$ cat src/rtl/ioexp_input_filter.sv
// Input conditioning ahead of the I/O-expander register block.
// Each raw pin passes through a two-flop synchronizer and is then
// debounced on a divided sample tick. A one-cycle change strobe and
// mask report which filtered bits moved on a given tick.
module ioexp_input_filter #(
    parameter int unsigned      WIDTH     = 16,
    parameter int unsigned      TICK_DIV  = 25000,
    parameter int unsigned      DEB_COUNT = 3,
    parameter logic [WIDTH-1:0] RST_VAL   = '1
) (
    input  logic             iClk,
    input  logic             iRst_n,
    input  logic [WIDTH-1:0] iRaw,
    output logic [WIDTH-1:0] oFiltered,
    output logic             oChange,
    output logic [WIDTH-1:0] oChangeMask,
    output logic             oTick
);

    localparam int unsigned PW = (TICK_DIV > 1) ? $clog2(TICK_DIV) : 1;
    localparam int unsigned CW = (DEB_COUNT > 1) ? $clog2(DEB_COUNT) : 1;
    localparam logic [PW-1:0] PcntMax = PW'(TICK_DIV - 1);
    localparam logic [CW-1:0] CntMax  = CW'(DEB_COUNT - 1);

    logic [WIDTH-1:0] sync1_q, sync2_q;
    logic [PW-1:0]    pcnt_q, pcnt_d;
    logic             tick;
    logic             tick_q;
    logic [WIDTH-1:0] filt_q, filt_d;
    logic [WIDTH-1:0] chg_d, chg_mask_q;
    logic             chg_q;
    // cnt == 0 is the STABLE state of a bit, cnt > 0 is PENDING
    logic [CW-1:0]    cnt_q [WIDTH];
    logic [CW-1:0]    cnt_d [WIDTH];

    assign tick = (pcnt_q == PcntMax);

    // Prescaler next state: wrap to zero on the tick cycle
    always_comb begin
        pcnt_d = tick ? '0 : pcnt_q + PW'(1);
    end

    // Per-bit debounce: only tick cycles can move a counter or a filtered level
    always_comb begin
        filt_d = filt_q;
        chg_d  = '0;
        cnt_d  = cnt_q;
        for (int unsigned i = 0; i < WIDTH; i++) begin
            if (tick) begin
                if (sync2_q[i] == filt_q[i]) begin
                    // Bounce back to the accepted level cancels the pending change
                    cnt_d[i] = '0;
                end else if (cnt_q[i] == CntMax) begin
                    filt_d[i] = sync2_q[i];
                    cnt_d[i]  = '0;
                    chg_d[i]  = 1'b1;
                end else begin
                    cnt_d[i] = cnt_q[i] + CW'(1);
                end
            end
        end
    end

    // All state: synchronizer, prescaler, debounce counters, filtered levels, strobes
    always_ff @(posedge iClk or negedge iRst_n) begin
        if (!iRst_n) begin
            sync1_q    <= RST_VAL;
            sync2_q    <= RST_VAL;
            pcnt_q     <= '0;
            tick_q     <= 1'b0;
            filt_q     <= RST_VAL;
            chg_q      <= 1'b0;
            chg_mask_q <= '0;
            for (int unsigned i = 0; i < WIDTH; i++) begin
                cnt_q[i] <= '0;
            end
        end else begin
            sync1_q    <= iRaw;
            sync2_q    <= sync1_q;
            pcnt_q     <= pcnt_d;
            tick_q     <= tick;
            filt_q     <= filt_d;
            chg_q      <= |chg_d;
            chg_mask_q <= chg_d;
            cnt_q      <= cnt_d;
        end
    end

    assign oFiltered   = filt_q;
    assign oChange     = chg_q;
    assign oChangeMask = chg_mask_q;
    assign oTick       = tick_q;

endmodule

$ cat config.mk
export PLATFORM = sky130hd
export DESIGN_NAME = ioexp_input_filter
export DESIGN_NICKNAME = d
export VERILOG_FILES = /design/src/rtl/ioexp_input_filter.sv
export SDC_FILE = /design/constraint.sdc
export NUM_CORES = 1
export LEC_CHECK = 0
export CAP_MARGIN = 10
export CORE_ASPECT_RATIO = 1.4
export CORE_MARGIN = 2
export CORE_UTILIZATION = 30
export DETAILED_ROUTE_END_ITERATION = 8
export PLACE_DENSITY = 0.51
export RECOVER_POWER = 50
export SLEW_MARGIN = 20
export SYNTH_ARGS = -nofsm -noshare
export SYNTH_HDL_FRONTEND = slang
export SYNTH_SLANG_ARGS = --single-unit
$ cat constraint.sdc
create_clock -name iClk -period 2.7 [get_ports iClk]
set_input_delay 0.54 -clock iClk [delete_from_list [all_inputs] [get_ports iClk]]
set_output_delay 0.54 -clock iClk [all_outputs]
set_load 0.01 [all_outputs]
==> metrics.log, run 1 <==
INFO  metric worstHoldEndpoint = sync2_q[3]
INFO  metric final.setup.tns = 0 ps
INFO  metric synth_area_leaders = dfrtp_1 38%, dfstp_2 29%, mux2_2 6.0%
INFO  metric postSynthRegisterBits = 113
INFO  metric drtPass1Iterations = 4
INFO  metric grt_first_pass_wirelength = 13.4 mm
INFO  metric final-hold-violation-count = 0
INFO  metric mappedNetlistArea = 4280 um^2
INFO  metric critical_path_required = 2970 ps
INFO  metric critPathLaunchType = flip-flop
INFO  metric worst_pin_slew = 1190 ps
INFO  metric ir_drop = 0.000445 V
INFO  metric layout.cells.non_filler = 552
INFO  metric synth.distinct_cells = 37
INFO  metric leakage = 2.48 nW
INFO  metric internal_power_contribution = 0.00359 W
INFO  metric synth_top_cell_area_share = 0.380
INFO  metric timing.final.crit_share = 0.769
INFO  metric max_freq = 0.482 GHz
INFO  metric sequentialPowerShare = 0.400
INFO  metric dpl_cell_area = 5010 um^2
INFO  metric finish.net_count = 373
INFO  metric r2r.worst_path.cells = 5
INFO  metric cells_on_worst_hold_path = 0
INFO  metric timing.final.max_slew_violations = 0
INFO  metric clk_pin_slew_worst_paths = 50 ps
INFO  metric die_width = 105 um
INFO  metric maxUsedRoutingLayer = met4
INFO  metric synth_warnings = 0
INFO  metric htreeDepth = 4
INFO  metric area_of_the_multi_input_gates = 1330 um^2
INFO  metric totalPowerFinal = 0.00438 W
INFO  metric numCtsBuffers = 17
INFO  metric reg2reg_setup_slack = 620 ps
INFO  metric worstSetupPathType = flip-flop to flip-flop
INFO  metric routed_via_density = 4.41
INFO  metric track_usage = 0.112
INFO  metric synth_async_sr_flop_share = 1.00
INFO  metric tritoncts = done
INFO  metric endpoint_kind = flip-flop
INFO  metric routed_wirelength = 7.82 mm
INFO  metric synthesis.nets = 307
INFO  metric fp.coreArea = 13900 um^2
INFO  metric place_congestion = 0.728
INFO  metric proportion_of_power_drawn_by_the_clock_network = 0.585
INFO  metric hold_path.class = flip-flop to flip-flop
INFO  metric worstReg2RegEnd = oChange
INFO  metric finalWorstPathRequiredPeriod = 2080 ps
INFO  metric netlist.top_cell.by_area = dfrtp_1
INFO  metric post_cts_buffers = 0
INFO  metric cap_violations = 0
INFO  metric antenna_violating_nets_post_route = 0
INFO  metric timing.slew.headroom = 0.205
INFO  metric grt_max_degree = 67
INFO  metric timing.critical_path.from = oFiltered[14]
INFO  metric diodes_inserted = 0
INFO  metric power_density = 771 nW/um^2
INFO  metric critPathMaxFanout = 3
INFO  metric detail_route.drc_violations = 0
INFO  metric dr_wl_met2 = 4.11 mm
INFO  metric start_util = 0.308
INFO  metric r2r-start = oFiltered[14]
INFO  metric fp.dieArea = 15300 um^2
INFO  metric first_global_vias = 2732
INFO  metric synth.avg_cell_area = 14.9 um^2
INFO  metric unrepaired_setup_endpoints_after_global_routing = no
INFO  metric run_status = finished, final reports clean
INFO  metric placement_rows = 51
INFO  metric global_route.overflow_total = 0
INFO  metric net-switching-power = 0.000790 W
INFO  metric fillerInstances = 1341
INFO  metric worst_hold_startpoint = sync1_q[3]
INFO  metric number_of_drc_markers_after_the_initial_detailed_route_iteration = 102
INFO  metric clock_tree.buffer_depth = 2
INFO  metric worst-endpoint-arrival = 2350 ps
INFO  metric cts_num_sinks = 113
INFO  metric finalSetupViolations = 0
INFO  metric clk-insertion-delay-late = 400 ps
INFO  metric cts.repair.resized = 0
INFO  metric wl_met3 = 345 um
INFO  metric antenna_found_initial = 0
INFO  metric finalClockSkew = 5.76 ps
INFO  metric final_area = 5680 um^2
INFO  metric synth_enable_flop_cells = 0
INFO  metric switching_share = 0.180
INFO  metric synthTopCellsByCount = 65 x dfrtp_1, 48 x dfstp_2, 23 x mux2_2, 16 x a22o_1, 16 x xnor2_1
INFO  metric combinationalPowerShare = 0.015
INFO  metric layout-drive-gt1-share = 0.316
INFO  metric synth-main-ff-cell = dfrtp_1
INFO  metric synthToLayoutAreaGrowth = 32.6%
INFO  metric clock-root-buffer = clkbuf_16
INFO  metric holdBufCountCts = 0
INFO  metric via_count = 2436
INFO  metric wl_met1 = 3.25 mm
INFO  metric hpwlAfterDp = 5.14 mm
INFO  metric io_buffers = 51
INFO  metric io_pins = 52
INFO  metric sequential_cell_area = 2890 um^2
INFO  metric sequential_share_of_the_synthesized_area = 0.674
INFO  metric synthesis.instances = 288
INFO  metric post-place-ws = 539 ps
INFO  metric floorplan.die.height = 145 um
INFO  metric yosysMostFrequentCell = dfrtp_1
INFO  metric detail_route.wl_per_cell = 14.2 um
INFO  metric placed_cells = 520
INFO  metric worst_slack = 623 ps
[critical path, stage by stage (launching register included)]
cell and delay (ps):
dfstp_2 540, xnor2_1 150, nor3b_1 100, nor4_1 520, a31oi_1 140, or4_1 480
[power groups by stage]
stage | clock network, W | logic (W) | registers (W)
after floorplan | 0 | 0.0000130 | 0.00178
final | 0.00256 | 0.0000662 | 0.00175
after detailed placement | 0 | 0.0000783 | 0.00178
after CTS | 0.00261 | 0.0000786 | 0.00175
after global placement | 0 | 0.0000766 | 0.00178
after global routing | 0.00270 | 0.0000773 | 0.00175
[layout by cell type, fill, tap and decap left out, types with 2 or more instances in the layout]
cell             synthesis  routed
or4_1                    2       2
nor2_1                  14      14
clkbuf_8                 0       4
a22o_1                  16      16
nand3_1                  5       5
dlygate4sd3_1            0      16
mux2_1                   9       9
clkdlybuf4s50_1          0      34
xnor2_1                 16      16
dfstp_2                 48      48
clkbuf_16                0      17
and2_1                  12      12
nor3b_1                 13      13
dfrtp_1                 65      65
nor3_1                  13      13
nand2_4                  2       2
nand2_1                  7       7
nor4_1                   3       3
nand4_1                  2       2
mux2_2                  23      23
nor3b_4                  2       2
xor2_1                  12      12
buf_4                    0       2
bufinv_16                0       6
clkinv_2                 0       3
nand2b_1                 2       2
[cells by family after synthesis]
kind of cell | after synthesis | synth area share
flip-flops | 113 | 0.674
XOR/XNOR | 28 | 0.0573
multiplexers | 32 | 0.0841
AO/OA/AOI/OAI | 20 | 0.0380
AND/OR/NAND/NOR | 85 | 0.129
buffers and inverters | 9 | 0.0143
adder cells (fa/ha/maj) | 1 | 0.00292
[routing by layer]
| metal | vias up | GRT usage |
|---|---|---|
| li1 | 1140 | - |
| met1 | 1242 | 0.127 |
| met2 | 44 | 0.188 |
| met3 | 10 | 0.0443 |
| met4 | 0 | 0.0460 |
| met5 | - | 0 |
[how the worst max path moves through the flow]
stage | end | slack (ps) | cells after the start
6_report | oChange | 620 | 5
5_1_grt | cnt_q[12] | 350 | 2
4_1_cts | oChange | 520 | 5
3_5_place_dp | oChange | 540 | 5
3_3_place_gp | oChange | 520 | 5
2_1_floorplan | oChange | 990 | 7
[per-stage QoR]
stage | utilization | hold WS, ps
after floorplan | - | 244
after global placement | 0.360 | 346
after detailed placement | 0.360 | 347
after CTS | 0.409 | 173
after global routing | 0.408 | 357
final | 0.408 | 353
[area by class of cell]
type | instances | share of cell area
sequential | 113 | 0.509
multi-input combinational | 166 | 0.235
timing repair buffer | 54 | 0.0930
clock buffer | 22 | 0.0853
tap | 185 | 0.0408
clock inverter | 10 | 0.0357
inverter | 2 | 0.00176
[flip-flops by register name, summed over array words and instances (netlist names)]
signal and count:
sync1_q 16, pcnt_q 15, oChange 1, sync2_q 16, oChangeMask 16, oFiltered 16
cnt_q 32, oTick 1
No activity file was read; power rests on OpenSTA's default activity.
==> run 2: changes to the inputs <==
- clock period: 2.7 -> 2.09 ns (I/O delays scaled with it)
==> metrics.log, run 2 (synthesis gave the netlist of run 1 again) <==
INFO  metric combinationalPowerShare = 0.017 (was 0.015)
INFO  metric io_buffers = 51 (unchanged)
INFO  metric unrepaired_setup_endpoints_after_global_routing = no (unchanged)
INFO  metric cts_num_sinks = 113 (unchanged)
INFO  metric largest_register = cnt_q (unchanged)
INFO  metric io_pins = 52 (unchanged)
INFO  metric hpwlAfterDp = 5.11 mm (was 5.14 mm)
INFO  metric finalClockSkew = 8.38 ps (was 5.76 ps)
INFO  metric dpl_cell_area = 5060 um^2 (was 5010 um^2)
INFO  metric internal_power_contribution = 0.00449 W (was 0.00359 W)
INFO  metric critPathLaunchType = flip-flop (unchanged)
INFO  metric post-place-ws = -89.1 ps (was 539 ps)
INFO  metric drtPass1Iterations = 4 (unchanged)
INFO  metric power_density = 962 nW/um^2 (was 771 nW/um^2)
INFO  metric worst_slack = 75.0 ps (was 623 ps)
INFO  metric worstSetupPathType = flip-flop to primary output (was flip-flop to flip-flop)
INFO  metric r2r-start = pcnt_q[0] (was oFiltered[14])
INFO  metric antenna_violating_nets_post_route = 0 (unchanged)
INFO  metric ir_drop = 0.000364 V (was 0.000445 V)
INFO  metric die_width = 105 um (unchanged)
INFO  metric fillerInstances = 1322 (was 1341)
INFO  metric place_congestion = 0.710 (was 0.728)
INFO  metric antenna_found_initial = 0 (unchanged)
INFO  metric final.hold.worst_slack = 354 ps (was 353 ps)
INFO  metric finalWorstPathRequiredPeriod = 2020 ps
INFO  metric mostFrequentLayoutCells = 65 x dfrtp_1, 48 x dfstp_2, 34 x clkdlybuf4s50_1 (unchanged)
INFO  metric routed_via_density = 4.40 (was 4.41)
INFO  metric cap_violations = 0 (unchanged)
INFO  metric switching_share = 0.190 (was 0.180)
INFO  metric numCtsBuffers = 17 (unchanged)
INFO  metric detail_route.drc_violations = 0 (unchanged)
INFO  metric worst-endpoint-arrival = 1600 ps (was 2350 ps)
INFO  metric clk_pin_slew_worst_paths = 50 ps (about the same)
INFO  metric global_route.overflow_total = 0 (unchanged)
INFO  metric layout-drive-gt1-share = 0.344 (was 0.316)
INFO  metric hold_path.class = flip-flop to flip-flop (unchanged)
INFO  metric clk-insertion-delay-late = 410 ps (was 400 ps)
INFO  metric largest_register_ffs = 32 (unchanged)
INFO  metric grt_max_degree = 41 (was 67)
INFO  metric run_status = finished, final reports clean (unchanged)
INFO  metric routed_wirelength = 7.73 mm (was 7.82 mm)
INFO  metric max_freq = 0.496 GHz
INFO  metric setup.worst_path.end = oFiltered[5] (was oChange)
INFO  metric finish.utilization = 0.414 (was 0.408)
INFO  metric reg2reg_setup_slack = 170 ps (was 620 ps)
INFO  metric htreeDepth = 4 (unchanged)
INFO  metric floorplan.die.height = 145 um (unchanged)
INFO  metric endpoint_kind = primary output (was flip-flop)
INFO  metric timing.final.max_slew_violations = 0 (unchanged)
INFO  metric proportion_of_power_drawn_by_the_clock_network = 0.575 (was 0.585)
INFO  metric track_usage = 0.111 (was 0.112)
INFO  metric layout.cells.most_common = dfrtp_1 (unchanged)
INFO  metric detail_route.wl_per_cell = 13.8 um (was 14.2 um)
INFO  metric r2r.worst_path.cells = 7 (was 5)
INFO  metric critPathMaxFanout = 2 (was 3)
INFO  metric fp.dieArea = 15300 um^2 (unchanged)
INFO  metric synthToLayoutAreaGrowth = 34.4% (was 32.6%)
INFO  metric leakage = 2.52 nW (was 2.48 nW)
INFO  metric grt_first_pass_wirelength = 13.1 mm (was 13.4 mm)
INFO  metric clock-root-buffer = clkbuf_16 (unchanged)
INFO  metric clock_tree.buffer_depth = 2 (unchanged)
INFO  metric timing.critical_path.from = oFiltered[5] (was oFiltered[14])
INFO  metric tritoncts = done (unchanged)
INFO  metric fp.coreArea = 13900 um^2 (unchanged)
INFO  metric placement_rows = 51 (unchanged)
INFO  metric timing.final.crit_share = 0.964
INFO  metric diodes_inserted = 0 (unchanged)
INFO  metric final_area = 5760 um^2 (was 5680 um^2)
INFO  metric number_of_drc_markers_after_the_initial_detailed_route_iteration = 100 (was 102)
INFO  metric via_count = 2464 (was 2436)
INFO  metric timing.slew.headroom = 0.358 (was 0.205)
INFO  metric finish.net_count = 381 (was 373)
INFO  metric final-hold-violation-count = 0 (unchanged)
INFO  metric worst_pin_slew = 963 ps (was 1190 ps)
INFO  metric first_global_vias = 2672 (was 2732)
INFO  metric critical_path_required = 1670 ps (was 2970 ps)
INFO  metric sequentialPowerShare = 0.409 (was 0.400)
INFO  metric totalPowerFinal = 0.00554 W (was 0.00438 W)
INFO  metric finalSetupViolations = 0 (unchanged)
INFO  metric worstReg2RegEnd = oFiltered[15] (was oChange)
INFO  metric start_util = 0.308 (unchanged)
INFO  metric net-switching-power = 0.00105 W (was 0.000790 W)
## run 2: cell type report
type	count	area [um^2]	area share
Sequential cell	113	2890	0.502
Multi-Input combinational cell	166	1380	0.239
Timing Repair Buffer	62	596	0.103
Clock buffer	22	474	0.0824
Tap cell	185	231	0.0402
Clock inverter	10	180	0.0313
Inverter	2	12.5	0.00217
## run 2: worst min-delay path by stage
stage,slack (ps),cells after the start,startpoint,to
floorplan,120,0,iRst_n,cnt_q[0]
global placement,350,0,sync1_q[4],sync2_q[4]
detailed placement,350,0,sync1_q[9],sync2_q[9]
CTS,350,0,sync1_q[9],sync2_q[9]
global route,360,0,sync1_q[9],sync2_q[9]
finish,350,0,sync1_q[14],sync2_q[14]
## run 2: critical path, cell delays in order, from the launching register on
cell and delay (ps):
dfstp_2 550, buf_4 110, clkdlybuf4s50_1 520
## run 2: power groups by stage
stage	sequential (W)	combinational, W	clock, W
floorplan	0.00229	0.0000168	0
global placement	0.00230	0.000104	0
detailed placement	0.00230	0.000106	0
CTS	0.00226	0.000108	0.00326
global route	0.00227	0.000106	0.00339
finish	0.00226	0.0000920	0.00318
## run 2: through the flow
stage | std cells | setup TNS, ps
finish | 560 | 0
global route | 560 | 0
CTS | 559 | 0
detailed placement | 526 | -89.1
global placement | 526 | -74.9
floorplan | 288 | 0
## run 2: per-layer routing
| metal | vias up | routed length (um) | global-route usage |
|---|---|---|---|
| li1 | 1162 | - | - |
| met1 | 1246 | 3330 | 0.129 |
| met2 | 44 | 3900 | 0.176 |
| met3 | 12 | 368 | 0.0528 |
| met4 | 0 | 136 | 0.0480 |
| met5 | - | 0 | 0 |
## run 2: repair_timing
| item | CTS | global route |
|---|---|---|
| setup buffers | 0 | 1 |
| endpoints found under the setup margin | 1 | 3 |
| hold endpoints to repair | 7 | 0 |
| hold buffers | 1 | 0 |
| gates cloned | 0 | 0 |
| resized for setup | 1 | 7 |
| pin swaps | 0 | 2 |
